### config.mk
export PLATFORM = sky130hd
export DESIGN_NAME = gold_output_arbiter
export DESIGN_NICKNAME = d
export VERILOG_FILES = /design/src/rtl/gold_output_arbiter.sv
export SDC_FILE = /design/constraint.sdc
export NUM_CORES = 1
export LEC_CHECK = 0
export CAP_MARGIN = 30
export CORE_ASPECT_RATIO = 2
export CORE_MARGIN = 4
export CORE_UTILIZATION = 40
export CTS_CLUSTER_DIAMETER = 50
export CTS_CLUSTER_SIZE = 16
export DETAILED_ROUTE_END_ITERATION = 8
export GPL_TIMING_DRIVEN = 0
export PLACE_DENSITY_LB_ADDON = 0.25
export SLEW_MARGIN = 20
export SYNTH_ARGS = -nofsm -noshare
export SYNTH_HDL_FRONTEND = slang
export SYNTH_SLANG_ARGS = --single-unit
export TNS_END_PERCENT = 1
### constraint.sdc
create_clock -name clk -period 2 [get_ports clk]
set_clock_uncertainty 0.05 [all_clocks]
set_input_delay 0.3 -clock clk [delete_from_list [all_inputs] [get_ports clk]]
set_output_delay 0.3 -clock clk [all_outputs]
set_load 0.01 [all_outputs]
### src/rtl/gold_output_arbiter.sv
// rtl/gold_output_arbiter.sv - gold ring router output port: two-VC buffer pair, per-VC round-robin, hop rewrite
module gold_output_arbiter #(
  parameter int DW        = 64,
  parameter int HOP_LSB   = 18,
  parameter bit SHIFT_HOP = 1'b1
) (
  input  logic          clk,
  input  logic          reset,
  input  logic          polarity,
  input  logic          req_a,
  input  logic [DW-1:0] pkt_a,
  output logic          gnt_a,
  input  logic          req_b,
  input  logic [DW-1:0] pkt_b,
  output logic          gnt_b,
  output logic          so,
  output logic [DW-1:0] dout,
  input  logic          ro,
  output logic [1:0]    ob_full
);

  logic          vi;
  logic          ve;
  logic [1:0]    prio;
  logic [1:0]    full_q;
  logic [DW-1:0] ob_data [2];
  logic [DW-1:0] sel_pkt;
  logic [DW-1:0] wr_pkt;

  // The internal VC is written this cycle while the other one drains, so the
  // two buffers never see a write and a drain together.
  assign vi = polarity;
  assign ve = ~polarity;

  always_comb begin
    gnt_a = 1'b0;
    gnt_b = 1'b0;
    if (reset && !full_q[vi]) begin
      if (req_a && req_b) begin
        gnt_a = ~prio[vi];
        gnt_b = prio[vi];
      end else begin
        gnt_a = req_a;
        gnt_b = req_b;
      end
    end
  end

  assign sel_pkt = gnt_b ? pkt_b : pkt_a;

  // Ring outputs consume one hop as the packet is buffered.
  always_comb begin
    wr_pkt = sel_pkt;
    if (SHIFT_HOP) begin
      wr_pkt[HOP_LSB +: 8] = {1'b0, sel_pkt[HOP_LSB+1 +: 7]};
    end
  end

  always_ff @(posedge clk or negedge reset) begin
    if (!reset) begin
      full_q     <= 2'b00;
      prio       <= 2'b00;
      ob_data[0] <= '0;
      ob_data[1] <= '0;
    end else begin
      if (gnt_a || gnt_b) begin
        ob_data[vi] <= wr_pkt;
        full_q[vi]  <= 1'b1;
        prio[vi]    <= gnt_a;
      end
      if (so && ro) begin
        full_q[ve] <= 1'b0;
      end
    end
  end

  assign so      = full_q[ve];
  assign dout    = so ? ob_data[ve] : '0;
  assign ob_full = full_q;

endmodule

### Yosys cells after proc, flatten, opt, wreduce, memory -nomap -nowiden

Cells that the tools add are included.

* bitwise gates (word level): 7
* reductions and logical operators: 8
* mux-type cells: 25
* magnitude comparators: 7

Operator list (count)
* 64-bit two-way mux: 6
* 128-bit bitwise mux: 1
* 64-bit demux with 1-bit select: 1
* 1-bit two-way mux: 12
* 1-bit logical AND: 6
* 2-bit >= comparator (second input constant): 2
* 1-bit by 2-bit < comparator with 1-bit output (second input constant): 2
* 2-bit two-way mux: 2
* 1-bit NOT with 2-bit output: 2
* 2-bit AND: 1
* 2-bit bitwise mux: 1
* 1-bit demux with 1-bit select: 2
* 1-bit >= comparator (second input constant): 2
* 2-bit by 1-bit < comparator with 1-bit output (second input constant): 1
* 1-bit NOT: 2
* 2-bit NOT: 1
* 2-bit OR: 1
* 1-bit zero test: 1
* 1-bit logical OR: 1

* register bits after elaboration: 132
* input bits: 134

### Longest topological paths before layout

* depth in word-level cells: 9
* mapped depth: 7
* gate-level depth less buffers: 4

### Least setup slack after synthesis

No wires, ideal clock.

* kind: reg2out
* start point: register full_q[0] (netlist: ob_full[0])
* end point: output port dout[27]
* data arrival time: 1.364 ns
* setup slack: 0.286 ns
* data required time: 1.650 ns
* stages on the path, launching flop included: 4
* path through: dfrtp_1 -> mux2i_1 -> clkbuf_1 -> nor2_1

* longest elaborated chain between the ends: 3

Ends and longest elaborated chain
* from (decl): RTL line 25 `logic [1:0] full_q;`
* from (signal assigned): RTL line 61 `full_q <= 2'b00;`
* from (signal, indexed assignment): RTL line 68 `full_q[vi] <= 1'b1;`
* from (signal, indexed assignment): RTL line 72 `full_q[ve] <= 1'b0;`
* 1-bit two-way mux (implied by the code) (2 in series): RTL line 77 `assign so = full_q[ve];`
* 64-bit two-way mux: RTL line 78 `assign dout = so ? ob_data[ve] : '0;`
* to (decl): RTL line 17 `output logic [DW-1:0] dout,`

No other way between the ends. The select of a mux whose other input is x is not followed.

### Final worst setup path

* start point: register prio[0]
* end point: output port gnt_b

* longest elaborated chain between the ends: 4

Ends and longest elaborated chain
* from (decl): RTL line 24 `logic [1:0] prio;`
* from (signal, indexed assignment): RTL line 69 `prio[vi] <= gnt_a;`
* 1-bit two-way mux (implied by the code) (2 in series): RTL line 41 `gnt_b = prio[vi];`
* 1-bit two-way mux: RTL line 39 `if (req_a && req_b) begin`
* 1-bit two-way mux: RTL line 38 `if (reset && !full_q[vi]) begin`
* to (decl): RTL line 15 `output logic gnt_b,`

No other way between the ends. The select of a mux whose other input is x is not followed.

==> impl_metrics.tcl <==
set metrics [dict create \
    drt_iter0_markers 258 \
    run_status "complete, but fails checks" \
    layoutNonFillerInstCount 1085 \
    power.density_mw_per_mm2 1070 \
    rsz0062_at_grt "true" \
    drt_drc_violations_left 0 \
    grt_antenna_before_repair 0 \
    dp_hpwl_mm 14.2 \
    core_sq_mm 0.0155 \
    drt.antenna.violating_nets 0 \
    synth_seq_area_share_pct 51.3 \
    start_util_pct 41.1 \
    drt-total-wl_mm 19.2 \
    max_stage_delay_ps 380 \
    die_w_um 97.1 \
    grt.overflow.total 0 \
    crit_fanout 10 \
    cts.path.max_buffers 2 \
    fin_area_sq_mm 0.00938 \
    grt_max_degree 70 \
    path_clk_slew_ps 60 \
    ios 203 \
    finalSetupTns_ps -1040 \
    worstRegToRegCells 6 \
    drive_above_1_share_pct 18.0 \
    yosys_register_bits 130 \
    final.hold.worst_slack_ps -295 \
    syn_avg_cell_area_sq_um 9.85 \
    num_antenna_cells 0 \
    fin_crit_ps 2060 \
    ys_types 26 \
    gp_routability_congestion 0.820 \
    viasPerCell 5.19 \
    io_buffer_count 199 \
    netlist_instances 644 \
    die_y_um 186 \
    vias 5628 \
    slew_headroom_pct 65.0 \
    synthToLayoutAreaGrowth_pct 47.9 \
    dieArea_sq_mm 0.0181 \
    slowest_stage "dfrtp_1" \
    clock-sinks 130 \
    reg2reg_slack_ps 40 \
    grt_pass1_vias 6037 \
    timing_hold_violations_final 66 \
    placed_cells 1042 \
    cts-buffers-inserted 17 \
    end_kind "output pin" \
    grt_pass1_wl_mm 30.1 \
    cts_tree "done" \
    syn-num-nets 778 \
    crit_arrival_ps 1710 \
    violations "negative hold slack, negative setup slack" \
    finalWorstSetupSlack_ps -58.6 \
    clk_latency_ps 400 \
    final.fill_count 1309 \
    crit_chain "mux2_4 -> o2111ai_4 -> buf_12 -> inv_4 -> buf_6" \
    fin_nets 1008 \
    synth_warnings 0 \
    cts.htree.levels 4 \
    dr.pass1.iters 4 \
    placed_area_sq_mm 0.00862 \
    setup-violations-final 22 \
    fmax_mhz 486 \
    startpoint_type "register" \
    p_leak_nw 4.42 \
    maxCapViolations 0 \
    path_class "register to output pin" \
    row_count 64 \
    vdd.ir_drop.worst_mv 0.607 \
    wl_per_cell_um 17.7 \
    fin_crit_sh_pct 103 \
    root_buffer "clkbuf_16" \
    worstMarginPinSlew_ps 525 \
    grt.total_usage_pct 21.1 \
    min_path_type "input pin to asynchronous set/reset pin" \
    required_ps 1650 \
    synth_area_sq_mm 0.00635 \
    slew_viol_final 0 \
    dp_slack_ps -1260 \
]
-- per-stage QoR --
| step | hold slack (ps) | utilization (%) | total power, mW |
|---|---|---|---|
| after floorplan | -45.6 | - | 5.46 |
| after global placement | 413 | 55.6 | 6.81 |
| after detailed placement | 288 | 55.8 | 6.97 |
| after CTS | -286 | 61.5 | 10.1 |
| after global routing | -283 | 60.7 | 10.6 |
| final | -295 | 60.7 | 10.0 |
-- what timing repair did --
action | CTS | global route
gates resized for setup | 157 | 119
buffers inserted | 12 | 0
setup endpoints to repair | 194 | 190
hold endpoints to repair | 66 | 66
cloned | 1 | 0
-- synth_stat cells --
library cell	number	area [sq um]
nand2b_1	1	6.26
mux2_2	1	11.3
nor3_1	1	5.00
o31ai_1	1	7.51
clkbuf_1	27	101
nand2_1	1	3.75
buf_1	1	3.75
buf_12	7	140
mux2i_1	127	1270
mux2i_4	1	22.5
buf_4	1	7.51
nor3b_1	1	7.51
dfrtp_1	130	3250
nand3_1	2	10.0
inv_2	2	7.51
a21oi_1	127	636
inv_1	2	7.51
buf_2	13	65.1
o21ai_1	2	10.0
a41oi_1	1	8.76
buf_6	1	11.3
o2111ai_2	1	15.0
a31oi_1	1	6.26
a21o_1	2	15.0
nor2_1	189	709
conb_1	1	3.75
-- final cells by class --
type / instances / area, sq um / share of cell area [%]
flip-flops and latches: 130 / 3260 / 34.7
multi-input cells: 460 / 2890 / 30.8
repair buffers: 213 / 1920 / 20.5
plain buffers: 48 / 454 / 4.84
clock buffers: 19 / 443 / 4.72
well taps: 198 / 248 / 2.64
clock inverters: 13 / 150 / 1.60
inverters: 4 / 17.5 / 0.187
-- cell families (layout without fill, tap and decap cells) --
logic type | count (synthesis) | after routing | synth area share (%)
AND/OR/NAND/NOR | 195 | 195 | 11.7
AO/OA/AOI/OAI | 135 | 135 | 11.0
flip-flops | 130 | 130 | 51.3
multiplexers | 129 | 129 | 20.6
buffers and inverters | 54 | 297 | 5.42
other | 1 | 1 | 0.0591
-- report_power, final --
part / leakage, nW / internal [mW] / switching, mW
clock: 0.274 / 1.89 / 1.19
sequential: 1.43 / 3.41 / 0.433
combinational: 2.72 / 1.52 / 1.57
total: 4.42 / 6.81 / 3.19
-- sequential cells by signal, summed over array words and instances, names as in the netlist --
signal and flops:
ob_full 2, prio 2, ob_data 126
-- critical path, delay by kind of cell, from the launching register on --
kind	cells	cell delay, ps
DFF	1	380
AOI/OAI and AO/OA	1	280
buffers and inverters	3	330
muxes	1	310
-- placed cells by master, fill, tap and decap left out, types with 2 or more instances in the layout --
| cell | netlist | final |
|---|---|---|
| clkbuf_4 | 0 | 6 |
| mux2i_2 | 0 | 14 |
| dlygate4sd2_1 | 0 | 21 |
| dfrtp_1 | 130 | 128 |
| buf_2 | 13 | 8 |
| nor2_1 | 189 | 185 |
| clkbuf_8 | 0 | 3 |
| buf_16 | 0 | 2 |
| buf_4 | 1 | 14 |
| clkbuf_1 | 27 | 11 |
| mux2i_4 | 1 | 6 |
| nand3_1 | 2 | 2 |
| dfrtp_2 | 0 | 2 |
| a21oi_1 | 127 | 126 |
| clkbuf_16 | 0 | 17 |
| inv_1 | 2 | 2 |
| inv_6 | 0 | 5 |
| clkbuf_2 | 0 | 45 |
| clkdlybuf4s50_1 | 0 | 131 |
| mux2i_1 | 127 | 108 |
| buf_6 | 1 | 9 |
| bufinv_16 | 0 | 2 |
| clkinvlp_4 | 0 | 5 |
| a21o_1 | 2 | 2 |
| o21ai_1 | 2 | 2 |
| nor2_2 | 0 | 4 |
| buf_12 | 7 | 11 |
-- path summary, 6_finish.rpt --
kind,start,to
min in group clk,ob_data[63]$_DFFE_PN0P_,ob_data[63]$_DFFE_PN0P_
worst min register to register,ob_data[63]$_DFFE_PN0P_,ob_data[63]$_DFFE_PN0P_
worst max register to register,prio[0]$_DFFE_PN0P_,ob_data[10]$_DFFE_PN0P_
worst min-delay path,reset,ob_data[100]$_DFFE_PN0P_
worst max-delay path,prio[0]$_DFFE_PN0P_,gnt_b
max in group asynchronous,reset,ob_data[22]$_DFFE_PN0P_
-- per-layer routing --
metal  vias to the layer above  wire length [um]  GRT usage [%]
met2                       183             11200           40.9
met1                      2767              6790           21.8
li1                       2652                 -              -
met3                        26               870           4.67
met4                         0               435           8.16
met5                         -                 0              0
Note: power is estimated with default switching activity, not from simulation.
==> RTL change 1: new RTL, same flow settings <==
Make the reset (`reset`) synchronous in one clocked block.
--- a/src/rtl/gold_output_arbiter.sv
+++ b/src/rtl/gold_output_arbiter.sv
@@ -56,7 +56,7 @@
     end
   end
 
-  always_ff @(posedge clk or negedge reset) begin
+  always_ff @(posedge clk) begin
     if (!reset) begin
       full_q     <= 2'b00;
       prio       <= 2'b00;
Function: differs if reset is asserted again (counterexample within 4 cycles, from zero or initial values and one cycle with reset low); with reset held inactive, the same outputs for 4 cycles.
==> RTL change 1 against the unedited design <==
- the run ends with negative setup slack left
- sequential cell count unchanged
- routed wire length grew 38%
- hold slack better by 0.57 ns
- count of clock-buffer cells in the layout is 5 higher
- utilization is 3.9 points lower
- setup slack worse by 0.14 ns
- final area is 17% higher
- synthesized area is 23% higher
- critical endpoint is now dout[18]
Power is not compared: it rests on default switching activity, and its combinational part moved more than twofold at a synthesized area within 25%.
==> RTL change 1: results (changes against the unedited design) <==
stage	metric	value	unit	change
pwr	P_leak	4.18	nW	
cells_and_area	max reg flops	126		unchanged
cells_and_area	ant diodes	0		unchanged
outcome	failing checks	negative setup slack		
cts	Clk Latency, worst-skew pair	0.42	ns	+0.02 ns
synth	post-synth cell types	25		-3.8%
cts	Clock Root Buffer	clkbuf_16		
timing	Slew Limit Headroom	0.567		-0.0826
synth	synth top area cells	edfxtp_1 48%, mux2i_1 24%, nand3_1 16%		
global_routing	overall routing resource usage	0.240		+0.0298
pwr	worst vdd ir	0.554	mV	
detailed_routing	Vias/cell	5.60		+7.9%
placement	GPL Wtd Cong	0.862		+5.1%
setup_path	slowest stage delay, CP	0.54	ns	+0.16 ns
synth	most frequent cells after synthesis	252 x nand3_1, 191 x mux2i_1, 126 x edfxtp_1		
cts	Num CTS Buffers	17		unchanged
cells_and_area	share of layout cells above drive strength 1	0.103		-0.0773
placement	DP HPWL	18600	um	+31%
setup_path	Worst path slowest cell	clkdlybuf4s50_1		
synth	Synth async-reset ratio	0		-1.00
detailed_routing	drt first pass iters	5		+1
timing	Final setup viols	41		+86%
global_routing	first-pass GRT wire length	39800	um	+32%
setup_path	Worst Path Arrival	1.85	ns	+0.14 ns
synth	Synth Flop Type	edfxtp_1		
placement	Port Buffers	198		-0.50%
worst_hold_path	HP Class	in -> reg		
synth	Ys Warns	0		unchanged
global_routing	largest net degree at the start of global routing	64		-8.6%
timing	Setup WS post-layout	-0.203	ns	-0.144 ns
synth	Seq/Total Area, Yosys	0.494		-0.0189
outcome	status	finished with violations		
global_routing	vias in the first global route	7213		+19%
synth	Syn Nets	881		+13%
detailed_routing	initial DRC count	439		+70%
setup_path	critical path peak fanout	10		unchanged
cells_and_area	Fill cells	1763		+35%
synth	Post-synth EDFFs	126		+126
detailed_routing	WL per Instance	21.5	um	+21%
cells_and_area	Final nets	1102		+9.3%
cts	H-tree levels	4		unchanged
## RTL change 1: cell count changes after synthesis, moves of 4 or more
cell | before | now
a21oi_1 | 127 | 3
nor2_1 | 189 | 64
nand3_1 | 2 | 252
mux2i_1 | 127 | 191
edfxtp_1 | 0 | 126
clkbuf_1 | 27 | 64
buf_2 | 13 | 3
dfrtp_1 | 130 | 0
nand2_1 | 1 | 7
buf_4 | 1 | 11
dfxtp_1 | 0 | 4
buf_12 | 7 | 0
## RTL change 1: worst max-delay path, delay by kind of cell (launching register included)
kind | cells | cell delay (ns)
buf+inv | 3 | 0.86
flops | 1 | 0.38
simple gates | 1 | 0.11
mux | 1 | 0.08
## RTL change 1: through the flow
| stage | worst slack (ns) | TNS [ns] | hold WS (ns) | instances | instance area, sq um |
|---|---|---|---|---|---|
| 5_1_grt | -0.253 | -5.09 | 0.279 | 1239 | 11000 |
| 3_3_place_gp | -1.61 | -364.19 | 0.428 | 1204 | 10100 |
| 2_1_floorplan | -0.232 | -14.63 | 0.366 | 747 | 7840 |
| 4_1_cts | -0.230 | -5.62 | 0.457 | 1239 | 10900 |
| 3_5_place_dp | -1.61 | -343.06 | 0.431 | 1204 | 10200 |
| 6_report | -0.203 | -2.04 | 0.273 | 1239 | 11000 |
## RTL change 1: final cells by class
cell class                      count  area [sq um]  area share
Timing Repair Buffer              200          1970       0.180
Tap cell                          259           324      0.0296
Buffer                             85           552      0.0503
Clock inverter                      7           109     0.00993
Multi-Input combinational cell    530          3670       0.335
Sequential cell                   130          3870       0.353
Inverter                            4          15.0     0.00137
Clock buffer                       24           452      0.0412
## RTL change 1: metal layers
layer	track usage	up-vias	wire [um]
met5	0	-	0
met4	0.116	0	1070
met3	0.0436	64	1180
met2	0.456	275	15000
met1	0.250	3387	9350
li1	-	3210	-
## RTL change 1: logic make-up after synthesis
group / count (synthesis) / synth area share
compound gates: 9 / 0.00991
buf+inv: 89 / 0.0523
flops: 130 / 0.494
mux: 192 / 0.246
other cells: 1 / 0.000479
simple gates: 326 / 0.197
## RTL change 1: report_power, final
| group | switching, mW | internal, mW |
|---|---|---|
| combinational | 0.835 | 0.640 |
| sequential | 0.0567 | 3.22 |
| clock | 1.13 | 1.94 |
## RTL change 1: final timing paths
check | depth (start not counted) | start | end
worst max-delay path | 5 | ob_full[0]$_SDFF_PN0_ | dout[18]
worst min-delay path | 3 | req_a | prio[0]$_SDFFE_PN0P_
worst max register to register | 7 | ob_full[0]$_SDFF_PN0_ | ob_data[1][55]$_SDFFCE_PN0P_
worst min register to register | 1 | prio[0]$_SDFFE_PN0P_ | prio[0]$_SDFFE_PN0P_
## RTL change 1: timing repair
action,in CTS,in global routing
setup endpoints to repair,319,298
endpoints found under the hold margin,0,0
setup buffers,2,0
hold buffers,0,0
pin swaps,2,1
resized for setup,148,33
gates cloned,2,0
==> RTL change 2: new RTL, same flow settings <==
Made on the original files. `DW`: 64 -> 72.
--- a/src/rtl/gold_output_arbiter.sv
+++ b/src/rtl/gold_output_arbiter.sv
@@ -1,6 +1,6 @@
 // rtl/gold_output_arbiter.sv - gold ring router output port: two-VC buffer pair, per-VC round-robin, hop rewrite
 module gold_output_arbiter #(
-  parameter int DW        = 64,
+  parameter int DW        = 72,
   parameter int HOP_LSB   = 18,
   parameter bit SHIFT_HOP = 1'b1
 ) (
Interface: changed (resized dout, pkt_a and pkt_b); port bits go from 203 to 227. No check against the original RTL was run, so the function may have changed too.
==> RTL change 2 against the unedited design <==
- the run still ends with negative hold slack, negative setup slack left
- final area is 12% higher
- clock power is 17% higher
- sequential share of layout area is 0.22 points higher
- combinational power is 12% higher
- global-route usage is 0.78 points higher
- sequential cell count is 16 higher
- routed wire length is 12% higher
- maximum frequency is 1.1% higher
- synthesized area is 12% higher
- setup slack better by 0.022 ns
- final cell count is 10% higher
- total power is 13% higher
- sequential power is 12% higher
- synthesized cell count is 12% higher
- critical path type unchanged
- highest routed layer unchanged
==> RTL change 2: results (changes against the unedited design) <==
stage	metric	value	unit	change
synth	Seq/Total Area, Yosys	0.515		+0.00219
synth	register bit total from synthesis	146		+12%
floorplanning	DIE AREA	0.0201	sq mm	+11%
timing	Final setup viols	1		-95%
pwr	P_leak	4.90	nW	+11%
timing	Setup WS post-layout	-0.0367	ns	+0.0218 ns
cts	Post-CTS Resized	308		+96%
setup_path	critical path peak fanout	2		-8
setup_path	Worst Path Arrival	1.69	ns	-0.02 ns
global_routing	overall routing resource usage	0.218		+0.00782
global_routing	vias in the first global route	6464		+7.1%
detailed_routing	met3 wire len	875	um	+0.57%
outcome	status	finished with violations		
pwr	Clk. pwr	3.58	mW	+17%
cells_and_area	share of layout cells above drive strength 1	0.208		+0.0275
global_routing	largest net degree at the start of global routing	79		+13%
timing	worst hold slack	-0.255	ns	+0.0398 ns
cells_and_area	non-clk buf share	0.247		-0.00638
global_routing	GR Util met2	0.408		-0.00155
synth	synth top area cells	dfrtp_1 51%, mux2i_1 20%, nor2_1 11%		
cells_and_area	number of non-clock buffers	290		+11%
synth	area fraction in compound gates after synthesis	0.110		-0.000354
cts	Post-CTS Setup Repair Bufs	10		-2
placement	GPL Wtd Cong	0.796		-3.0%
placement	DP HPWL	15700	um	+11%
cells_and_area	Reg area	0.00366	sq mm	+12%
placement	Area after DPL	0.00961	sq mm	+12%
cells_and_area	Final nets	1125		+12%
cells_and_area	Fill cells	1506		+15%
synth	most frequent cells after synthesis	213 x nor2_1, 146 x dfrtp_1, 143 x a21oi_1, 143 x mux2i_1, 35 x clkbuf_1		
cells_and_area	Syn-to-layout area delta	47.6	%	
cells_and_area	max reg flops	142		+13%
detailed_routing	DR vias	6091		+8.2%
cells_and_area	Clock Buffer Count	18		-1
detailed_routing	routed wire length	21600	um	+12%
outcome	failing checks	negative hold slack, negative setup slack		
cells_and_area	Final clock-cell share	0.0631		-0.000117
pwr	Power Total	11.3	mW	+13%
timing	final hold violations	72		+9.1%
-- RTL change 2: cell count changes in the layout (fill, tap and decap cells not counted), sizes merged, moves of 14 or more --
cell,before,now
clkdlybuf4s50,131,147
nor2,189,213
clkbuf,82,68
dfrtp,130,146
mux2i,128,144
buf,45,88
a21oi,127,143
dlygate4sd2,21,0
-- RTL change 2: final timing paths --
path	start	end	slack (ns)	cells past startpoint
max reg2reg	prio[0]$_DFFE_PN0P_	ob_data[139]$_DFFE_PN0P_	0.04	7
max	prio[0]$_DFFE_PN0P_	gnt_b	-0.04	6
min	reset	ob_data[70]$_DFFE_PN0P_	-0.25	1
min reg2reg	prio[1]$_DFFE_PN0P_	prio[1]$_DFFE_PN0P_	0.45	1
min in group clk	reset	prio[0]$_DFFE_PN0P_	0.36	3
max in group asynchronous	reset	ob_data[105]$_DFFE_PN0P_	1.43	2
